**src/rtl/jpeg_pkg.sv**
```systemverilog
// Shared JPEG block constants, symbol encodings and the zigzag scan order.
// The zigzag table is generated by walking the anti-diagonals rather than stored literally.
package jpeg_pkg;

    localparam int BLOCK_SIZE = 64;
    localparam int ZRL_RUN    = 16;

    // Run values that mark the special symbols when paired with a zero coefficient
    localparam logic [3:0] EOB_R = 4'd0;
    localparam logic [3:0] ZRL_R = 4'd15;

    typedef enum logic {
        DRAIN_IDLE,
        DRAIN_STREAM
    } drain_state_t;

    function automatic logic [5:0] zz_to_raster(input logic [5:0] zz);
        logic [2:0] row;
        logic [2:0] col;
        logic [5:0] raster;
        row    = 3'd0;
        col    = 3'd0;
        raster = 6'd0;
        for (int k = 0; k < BLOCK_SIZE; k++) begin
            if (6'(k) == zz) raster = {row, col};
            // even anti-diagonals run up-right, odd ones run down-left
            if (row[0] == col[0]) begin
                if (col == 3'd7) row = row + 3'd1;
                else if (row == 3'd0) col = col + 3'd1;
                else begin
                    row = row - 3'd1;
                    col = col + 3'd1;
                end
            end else begin
                if (row == 3'd7) col = col + 3'd1;
                else if (col == 3'd0) row = row + 3'd1;
                else begin
                    row = row + 3'd1;
                    col = col - 3'd1;
                end
            end
        end
        return raster;
    endfunction

endpackage

```
**src/rtl/zigzag_lut.sv**
```systemverilog
// Maps a zigzag scan position to its raster (row*8+col) position.
// Latency: combinational.
// Backpressure: none, pure lookup.
module zigzag_lut
    import jpeg_pkg::*;
(
    input  logic [5:0] zz,
    output logic [5:0] raster
);

    assign raster = zz_to_raster(zz);

endmodule

```
**src/rtl/coefficient_block_buffer.sv**
```systemverilog
// Expands run/level symbols into double-buffered 8x8 blocks and streams them in raster order.
// Latency: block close on cycle N -> first out_valid on cycle N+2 when the drain side is idle.
// Backpressure: output obeys out_ready; input has none, symbols arriving with no free bank are dropped.
module coefficient_block_buffer
    import jpeg_pkg::*;
#(
    parameter int IN_W  = 8,
    parameter int OUT_W = 11
) (
    input  logic                    clk,
    input  logic                    rst,
    input  logic [3:0]              r_value,
    input  logic signed [IN_W-1:0]  coefficient,
    input  logic                    is_new_coefficient,
    input  logic                    dc_clear,
    output logic signed [OUT_W-1:0] out_sample,
    output logic [5:0]              out_index,
    output logic                    out_last,
    output logic                    out_valid,
    input  logic                    out_ready,
    output logic                    overflow_err,
    output logic                    index_err
);

    logic signed [OUT_W-1:0] bank_dat [2][BLOCK_SIZE];
    logic [BLOCK_SIZE-1:0]   bank_msk [2];
    logic [1:0]              bank_full;
    logic                    fill_bank;
    logic                    drain_bank;
    logic [5:0]              zz;
    logic signed [OUT_W-1:0] pred;
    drain_state_t            state;
    logic [5:0]              count;

    logic                    stalled;
    logic                    sym_acc;
    logic                    coef_zero;
    logic [6:0]              run_end;
    logic [6:0]              zrl_end;
    logic signed [OUT_W-1:0] coef_ext;
    logic signed [OUT_W-1:0] pred_next;
    logic                    wr_en;
    logic [5:0]              wr_zz;
    logic [5:0]              wr_addr;
    logic signed [OUT_W-1:0] wr_dat;
    logic                    close_blk;
    logic                    set_idx_err;
    logic [5:0]              zz_next;
    logic                    release_bank;
    logic [5:0]              next_idx;
    logic signed [OUT_W-1:0] rd_next;
    logic signed [OUT_W-1:0] rd_first;
    logic signed [OUT_W-1:0] rd_other;

    assign coef_ext = {{(OUT_W-IN_W){coefficient[IN_W-1]}}, coefficient};

    always_comb begin
        stalled     = bank_full[fill_bank];
        sym_acc     = is_new_coefficient && !stalled;
        coef_zero   = (coefficient == '0);
        run_end     = {1'b0, zz} + {3'b000, r_value};
        zrl_end     = {1'b0, zz} + 7'(ZRL_RUN);
        pred_next   = (dc_clear ? '0 : pred) + coef_ext;
        wr_en       = 1'b0;
        wr_zz       = run_end[5:0];
        wr_dat      = coef_ext;
        close_blk   = 1'b0;
        set_idx_err = 1'b0;
        zz_next     = zz;
        if (sym_acc) begin
            if (zz == 6'd0) begin
                wr_en   = 1'b1;
                wr_zz   = 6'd0;
                wr_dat  = pred_next;
                zz_next = 6'd1;
            end else if (coef_zero && r_value == EOB_R) begin
                close_blk = 1'b1;
            end else if (coef_zero && r_value == ZRL_R) begin
                if (zrl_end > 7'd63) begin
                    set_idx_err = 1'b1;
                    close_blk   = 1'b1;
                end else begin
                    zz_next = zrl_end[5:0];
                end
            end else if (run_end > 7'd63) begin
                set_idx_err = 1'b1;
                close_blk   = 1'b1;
            end else begin
                wr_en     = 1'b1;
                zz_next   = run_end[5:0] + 6'd1;
                close_blk = (run_end == 7'd63);
            end
        end
        if (close_blk) zz_next = 6'd0;
    end

    zigzag_lut u_zigzag_lut (
        .zz     (wr_zz),
        .raster (wr_addr)
    );

    // out_valid is always high in STREAM, so ready alone completes a transfer
    assign release_bank = (state == DRAIN_STREAM) && out_ready && (count == 6'd63);
    assign next_idx     = count + 6'd1;

    always_comb begin
        rd_next  = bank_msk[drain_bank][next_idx] ? bank_dat[drain_bank][next_idx] : '0;
        rd_first = bank_msk[drain_bank][0]       ? bank_dat[drain_bank][0]       : '0;
        rd_other = bank_msk[~drain_bank][0]      ? bank_dat[~drain_bank][0]      : '0;
    end

    always_ff @(posedge clk or negedge rst) begin
        if (!rst) begin
            fill_bank    <= 1'b0;
            zz           <= 6'd0;
            pred         <= '0;
            overflow_err <= 1'b0;
            index_err    <= 1'b0;
            bank_full    <= 2'b00;
            bank_msk[0]  <= '0;
            bank_msk[1]  <= '0;
        end else begin
            zz <= zz_next;
            if (close_blk) fill_bank <= ~fill_bank;
            if (sym_acc && zz == 6'd0) pred <= pred_next;
            else if (dc_clear)         pred <= '0;
            if (is_new_coefficient && stalled) overflow_err <= 1'b1;
            if (set_idx_err)                   index_err    <= 1'b1;
            // a bank is either being filled or drained, never both, so these never collide
            for (int b = 0; b < 2; b++) begin
                if (close_blk && fill_bank == 1'(b))            bank_full[b] <= 1'b1;
                else if (release_bank && drain_bank == 1'(b))   bank_full[b] <= 1'b0;
                if (release_bank && drain_bank == 1'(b))        bank_msk[b] <= '0;
                else if (wr_en && fill_bank == 1'(b))           bank_msk[b][wr_addr] <= 1'b1;
            end
        end
    end

    always_ff @(posedge clk) begin
        if (wr_en) bank_dat[fill_bank][wr_addr] <= wr_dat;
    end

    always_ff @(posedge clk or negedge rst) begin
        if (!rst) begin
            state      <= DRAIN_IDLE;
            drain_bank <= 1'b0;
            count      <= 6'd0;
            out_valid  <= 1'b0;
            out_sample <= '0;
            out_index  <= 6'd0;
            out_last   <= 1'b0;
        end else begin
            case (state)
                DRAIN_IDLE: begin
                    if (bank_full[drain_bank]) begin
                        state      <= DRAIN_STREAM;
                        count      <= 6'd0;
                        out_valid  <= 1'b1;
                        out_sample <= rd_first;
                        out_index  <= 6'd0;
                        out_last   <= 1'b0;
                    end
                end
                DRAIN_STREAM: begin
                    if (out_ready) begin
                        if (count == 6'd63) begin
                            drain_bank <= ~drain_bank;
                            out_index  <= 6'd0;
                            out_last   <= 1'b0;
                            count      <= 6'd0;
                            // chain straight into the other bank to keep 64 cycles per block
                            if (bank_full[~drain_bank]) begin
                                out_sample <= rd_other;
                            end else begin
                                state      <= DRAIN_IDLE;
                                out_valid  <= 1'b0;
                                out_sample <= '0;
                            end
                        end else begin
                            count      <= next_idx;
                            out_sample <= rd_next;
                            out_index  <= next_idx;
                            out_last   <= (next_idx == 6'd63);
                        end
                    end
                end
                default: state <= DRAIN_IDLE;
            endcase
        end
    end

endmodule

```
**config.mk**
```make
export PLATFORM = sky130hd
export DESIGN_NAME = coefficient_block_buffer
export DESIGN_NICKNAME = d
export VERILOG_FILES = /design/src/rtl/jpeg_pkg.sv /design/src/rtl/zigzag_lut.sv /design/src/rtl/coefficient_block_buffer.sv
export SDC_FILE = /design/constraint.sdc
export NUM_CORES = 2
export LEC_CHECK = 0
export CORE_MARGIN = 3
export CORE_UTILIZATION = 63
export CTS_CLUSTER_DIAMETER = 40
export CTS_CLUSTER_SIZE = 24
export DETAILED_ROUTE_END_ITERATION = 10
export GPL_ROUTABILITY_DRIVEN = 0
export HOLD_SLACK_MARGIN = 0.1
export PLACE_DENSITY = 0.79
export SLEW_MARGIN = 20
export SYNTH_ARGS = -nofsm -noshare
export SYNTH_HDL_FRONTEND = slang
export SYNTH_SLANG_ARGS = --single-unit
```
**constraint.sdc**
```tcl
create_clock -name clk -period 9.7 [get_ports clk]
set_clock_uncertainty 0.05 [all_clocks]
set_input_delay 0.97 -clock clk [delete_from_list [all_inputs] [get_ports clk]]
set_output_delay 0.97 -clock clk [all_outputs]
set_load 0.02 [all_outputs]
```
==> Word-level counts from Yosys, hierarchy flattened <==
Memories as Yosys holds them, arrays and structs flattened.
Index checks and enable logic that the tools add are counted.
{ "totals": {"word_cells": 294, "ram_bits": 1408, "n_memories": 1, "ff_bits": 171, "in_bits": 17, "out_inout_bits": 21} }
{ "memory_table": {"columns": ["name", "words", "word_bits", "read_ports", "rd_clocked_by_memory_dff", "wr", "line", "source"], "rows": [
  ["bank_dat", 2, 704, 2, 0, 1, "coefficient_block_buffer.sv:25", "logic signed [OUT_W-1:0] bank_dat [2][BLOCK_SIZE];"]
]} }
{ "classes": {"n_mux": 149, "n_eq_ne": 74, "n_lt_le_gt_ge": 13, "n_addsub": 5, "bitwise_logic": 9, "reduce_logical": 28} }
{ "op_table": {"columns": ["operator", "n"], "rows": [
  ["$mux W704", 1],
  ["$mux W64", 7],
  ["$mux W6", 74],
  ["$eq A6 B6 Y1 const A", 32],
  ["$mux W11", 14],
  ["$or A64 B64 Y64", 2],
  ["$eq A5 B6 Y1 const A", 16],
  ["$bmux W11 S6", 1],
  ["$demux W11 S6", 1],
  ["$eq A4 B6 Y1 const A", 8],
  ["$mux W1", 44],
  ["$eq A3 B6 Y1 const A", 4],
  ["$pmux W11 S2", 1],
  ["$logic_and A1 B1 Y1", 15],
  ["$ge A7 B7 Y1 const B", 2],
  ["$gt A7 B6 Y1 const B", 2],
  ["$lt A6 B7 Y1 const B", 2],
  ["$not A6 Y7", 2],
  ["$add A6 B1 Y6 const B", 2],
  ["$eq A2 B6 Y1 const A", 2],
  ["$eq A6 B6 Y1 const B", 2],
  ["$pmux W6 S2", 1],
  ["$add A11 B11 Y11", 1],
  ["$reduce_bool A2 Y1", 5],
  ["25 further kinds", 37]
]} }

==> Logic depth before layout (Yosys ltp) <==
{ "logic_depth": {"depth_word": 76, "depth_mapped": 17} }

==> Modules after synthesis <==
From an unflattened synthesis, not the netlist that was laid out.
{ "unflattened": {"hier_cells": 3345, "area_unflattened_um2": 63845.0} }
{ "by_module_without_submodules": {"columns": ["module", "seq_area_each_um2", "area_per_inst_um2", "instances", "cells_each"], "rows": [
  ["coefficient_block_buffer", 46559.7, 63129.3, 1, 3236],
  ["zigzag_lut", 0.0, 715.7, 1, 109]
]} }

==> Worst setup path before layout <==
No wires, ideal clock.
{ "synth_timing": {"path_type": "input to register", "from": "input port dc_clear", "to": "memory bank_dat[0][100] (netlist name) (data pin)", "path_stages": 6, "arrival_time_ns": 7.002, "slack_ns": 1.450, "required_ns": 8.452, "path_buffers": 1, "setup_ns": 1.198, "cell_sequence": "clkbuf_1 nor2b_1 ha_1 inv_1 fa_1 o21ai_0"} }
{ "synth_between": {"elab_chain_cells": 4} }
{ "synth_rtl": {"columns": ["element", "line", "source"], "rows": [
  ["from (decl)", "coefficient_block_buffer.sv:15", "input logic dc_clear,"],
  ["$mux W11", null, null],
  ["$add A11 B11 Y11", "coefficient_block_buffer.sv:63", "pred_next = (dc_clear ? '0 : pred) + coef_ext;"],
  ["$mux W11", "coefficient_block_buffer.sv:71", "if (zz == 6'd0) begin"],
  ["$mux W11", "coefficient_block_buffer.sv:70", "if (sym_acc) begin"],
  ["named net wr_dat[1]", "coefficient_block_buffer.sv:45", "logic signed [OUT_W-1:0] wr_dat;"],
  ["to (decl)", "coefficient_block_buffer.sv:25", null]
]} }
The timed path passes the listed nets, and every way through them passes these cells.

==> Worst setup path after layout <==
{ "layout_timing": {"from": "input port r_value[0]", "to": "memory bank_dat[0][385] (netlist name), enable pin"} }
{ "layout_between": {"elab_chain_cells": 73} }
{ "layout_rtl": {"columns": ["element", "line", "source"], "rows": [
  ["from (decl)", "coefficient_block_buffer.sv:12", "input logic [3:0] r_value,"],
  ["$add A6 B4 Y7", "coefficient_block_buffer.sv:61", "run_end = {1'b0, zz} + {3'b000, r_value};"],
  ["$mux W6", "coefficient_block_buffer.sv:71", null],
  ["$mux W6", "coefficient_block_buffer.sv:70", null],
  ["$eq A1 B6 Y1", "jpeg_pkg.sv:25", "if (6'(k) == zz) raster = {row, col};"],
  ["$mux W1", "jpeg_pkg.sv:25", null],
  ["$mux W6 (62 in a row)", "jpeg_pkg.sv:25", null],
  ["$not A6 Y7 (implied by the code)", "coefficient_block_buffer.sv:140", "if (wr_en) bank_dat[fill_bank][wr_addr] <= wr_dat;"],
  ["$ge A7 B7 Y1 (implied by the code) or $lt A7 B1 Y1 (tied branches)", "coefficient_block_buffer.sv:140", null],
  ["$logic_and A1 B1 Y1 (implied by the code)", "coefficient_block_buffer.sv:140", null],
  ["$mux W11 (implied by the code)", "coefficient_block_buffer.sv:140", null],
  ["$demux W11 S6", "coefficient_block_buffer.sv:140", null],
  ["$mux W704 (implied by the code) (*)", "coefficient_block_buffer.sv:140", null]
]} }
Every way passes the cells marked *; elsewhere a longest branch is shown, timed or not.

==> flow_metrics.env <==
export IMPL_status="finished, violations left"
export IMPL_violations="DRC"
export IMPL_ioPinCount=38
export IMPL_p_leak_nw=22.8
export IMPL_dieArea_mm2=0.105
export IMPL_avgSynthCellArea_um2=18.8
export IMPL_dieWidth_um=324
export IMPL_grt_pass1_vias=35158
export IMPL_total_power_mw=19.3
export IMPL_cts_tree="done"
export IMPL_clock_latency_ns=0.78
export IMPL_post_cts_buffers=0
export IMPL_fin_util_pct=71.3
export IMPL_ant_nets=0
export IMPL_finalHoldViolCount=0
export IMPL_viasPerCell=7.21
export IMPL_grt_first_pass_wirelength_mm=244
export IMPL_final_layout_size_suffix_gt1_share_pct=22.7
export IMPL_vdd_ir_drop_max_uv=263
export IMPL_fmax_mhz=161
export IMPL_syn_nets=3419
export IMPL_relSlewSlack_pct=12.8
export IMPL_slew_violations=0
export IMPL_tightestPinTransition_ns=1.30
export IMPL_final_common_cell="edfxtp_1"
export IMPL_overflow=0
export IMPL_fin_crit_sh_pct=64.1
export IMPL_ys_warn_count=0
export IMPL_crit_path_start_kind="primary input"
export IMPL_syn_inst=3380
export IMPL_wirelength_mm=166
export IMPL_synth_ff_type="edfxtp_1"
export IMPL_final_cell_mix="edfxtp_1 (1408), mux4_2 (405), nand2_1 (291)"
export IMPL_max_cap_violations=0
export IMPL_place_ws_ns=3.06
export IMPL_timing_setup_tns_ns=0
export IMPL_row_count=115
export IMPL_cts_sinks=1579
export IMPL_place_hpwl_mm=96.0
export IMPL_p_switching_mw=6.48
export IMPL_power_frac_clock_pct=33.0
export IMPL_grt_usage_pct=32.7
export IMPL_antenna_found_initial=3
export IMPL_htreeDepth=4
export IMPL_synth_edff_count=1408
export IMPL_arrival_ns=6.55
export IMPL_dr_first_iter_drc_count=6127
export IMPL_ctsResizeCount=0
export IMPL_rsz0062_at_grt="false"
export IMPL_port_buffers=37
export IMPL_worst_setup_path_type="primary input to register"
export IMPL_async_flop_share_pct=10.8
export IMPL_r2r_end="bank_dat[0][385]"
export IMPL_p_per_area_mw_per_mm2=273
export IMPL_cp_data_required_time_ns=10.03
export IMPL_vias=34990
export IMPL_cts_inserted_buffers=157
export IMPL_cts_reportedPaths_clkPinSlew_ns=0.06
export IMPL_ys_seq_area_share_pct=73.1
export IMPL_synth_cell_types=77
export IMPL_cellInternalPower_mw=12.8
export IMPL_ys_ff_latch=1579
export IMPL_grt_max_degree=151
export IMPL_setup_violations=0
export IMPL_cts_root_buf="clkbuf_16"
export IMPL_synth_top_area_share_pct=66.4
export IMPL_mappedNetlistArea_mm2=0.0637
export IMPL_die_h_um=324
export IMPL_power_frac_seq_pct=42.9
export IMPL_synth_area_leaders="edfxtp_1 (66%), mux4_2 (14%), dfrtp_1 (6.7%)"
export IMPL_r2r_start="zz[0]"
export IMPL_core_area_mm2=0.0993
export IMPL_hold_ws_ns=0.121
export IMPL_syn_to_final_growth_pct=11.2
export IMPL_yosysTopAreaCell="edfxtp_1"
export IMPL_worst_setup_path_end_kind="register"
export IMPL_pwr_share_comb_pct=24.1
export IMPL_swShare_pct=33.6
export IMPL_fin_nets=3467
export IMPL_drc=1
export IMPL_min_path_type="primary input to asynchronous set/reset pin"
export IMPL_cts_buffer_depth=3
export IMPL_hold_buffers=0
export IMPL_first_pass_iters=11
export IMPL_start_util_pct=64.1
export IMPL_path_max_fanout=18
export IMPL_r2r_cells=9
export IMPL_period_needed_ns=6.22
export IMPL_reg2reg_slack_ns=3.77
export IMPL_wl_per_cell_um=34.3
export IMPL_fin_ws_ns=3.48
[cell usage after synthesis (24+ instances only)]
cell and instances:
mux4_2 405, o21ai_0 108, clkbuf_1 88, dfrtp_1 171, nand3_1 68, nand2_1 301
buf_4 48, a21oi_1 29, a22o_1 57, mux2i_1 55, edfxtp_1 1408, a31oi_1 24
buf_2 54, nor2_1 188
[worst max path at each step]
stage	start	end	cells after the start
6_report	r_value[0]	bank_dat[0][385]	10
3_3_place_gp	r_value[0]	bank_dat[0][231]	10
3_5_place_dp	r_value[0]	bank_dat[0][229]	10
5_1_grt	r_value[0]	bank_dat[0][385]	10
2_1_floorplan	dc_clear	bank_dat[0][100]	6
4_1_cts	r_value[0]	bank_dat[0][358]	10
[metrics by stage]
| stage | std cells | cell area, um^2 |
|---|---|---|
| after CTS | 4849 | 70800 |
| after floorplan | 3380 | 63700 |
| after global routing | 4849 | 70800 |
| final | 4850 | 70800 |
| after detailed placement | 4556 | 65200 |
| after global placement | 4556 | 65200 |
[sequential cells by signal (all words and copies together), names as in the netlist]
signal and count:
count 6, drain_bank 1, state 1, out_sample 11, out_last 1, out_valid 1
zz 6, pred 11, bank_dat 1408, overflow_err 1, bank_msk 128, bank_full 2
fill_bank 1, index_err 1
[power by group through the flow]
| stage | sequential [mW] | clock [mW] | combinational, mW |
|---|---|---|---|
| 3_3_place_gp | 8.37 | 0 | 4.29 |
| 2_1_floorplan | 8.36 | 0 | 2.59 |
| 4_1_cts | 8.27 | 6.39 | 4.46 |
| 3_5_place_dp | 8.40 | 0 | 4.40 |
| 6_report | 8.28 | 6.37 | 4.65 |
| 5_1_grt | 8.31 | 6.66 | 4.76 |
[cell type report]
cell class | instances | area [um^2]
diodes | 1 | 2.50
inverters | 19 | 71.3
clock buffers | 175 | 4110
multi-input cells | 1578 | 16200
well taps | 1287 | 1610
repair buffers | 93 | 846
fillers | 5638 | 28500
flip-flops and latches | 1579 | 46600
clock inverters | 118 | 1430
[metal layers]
layer / up-vias / share of wire, % / global-route usage, %
met5: - / 0.0078 / 0
met4: 2 / 5.6 / 15.6
met3: 528 / 13 / 8.01
met2: 2883 / 47 / 50.0
met1: 17732 / 34 / 45.3
li1: 13845 / - / -
[critical path: stages]
cell and delay, ns:
clkdlybuf4s50_1 0.46, ha_1 0.27, fa_1 0.46, xnor2_1 0.84
nor2_2 0.15, nand4_1 0.22, a41oi_1 0.43, nor2_1 0.58
nand3_2 0.93, nor2_1 1.21
[kinds of logic after synthesis]
kind of cell	count (synthesis)	share of synthesized area, %
DFF	1579	73.1
and+or+nand+nor	681	4.67
muxes	465	15.3
AOI/OAI and AO/OA	385	4.26
buffers and inverters	223	1.77
xor gates and xnor gates	24	0.401
adders and majority gates	23	0.472
Note: power is estimated with default switching activity, not from simulation.
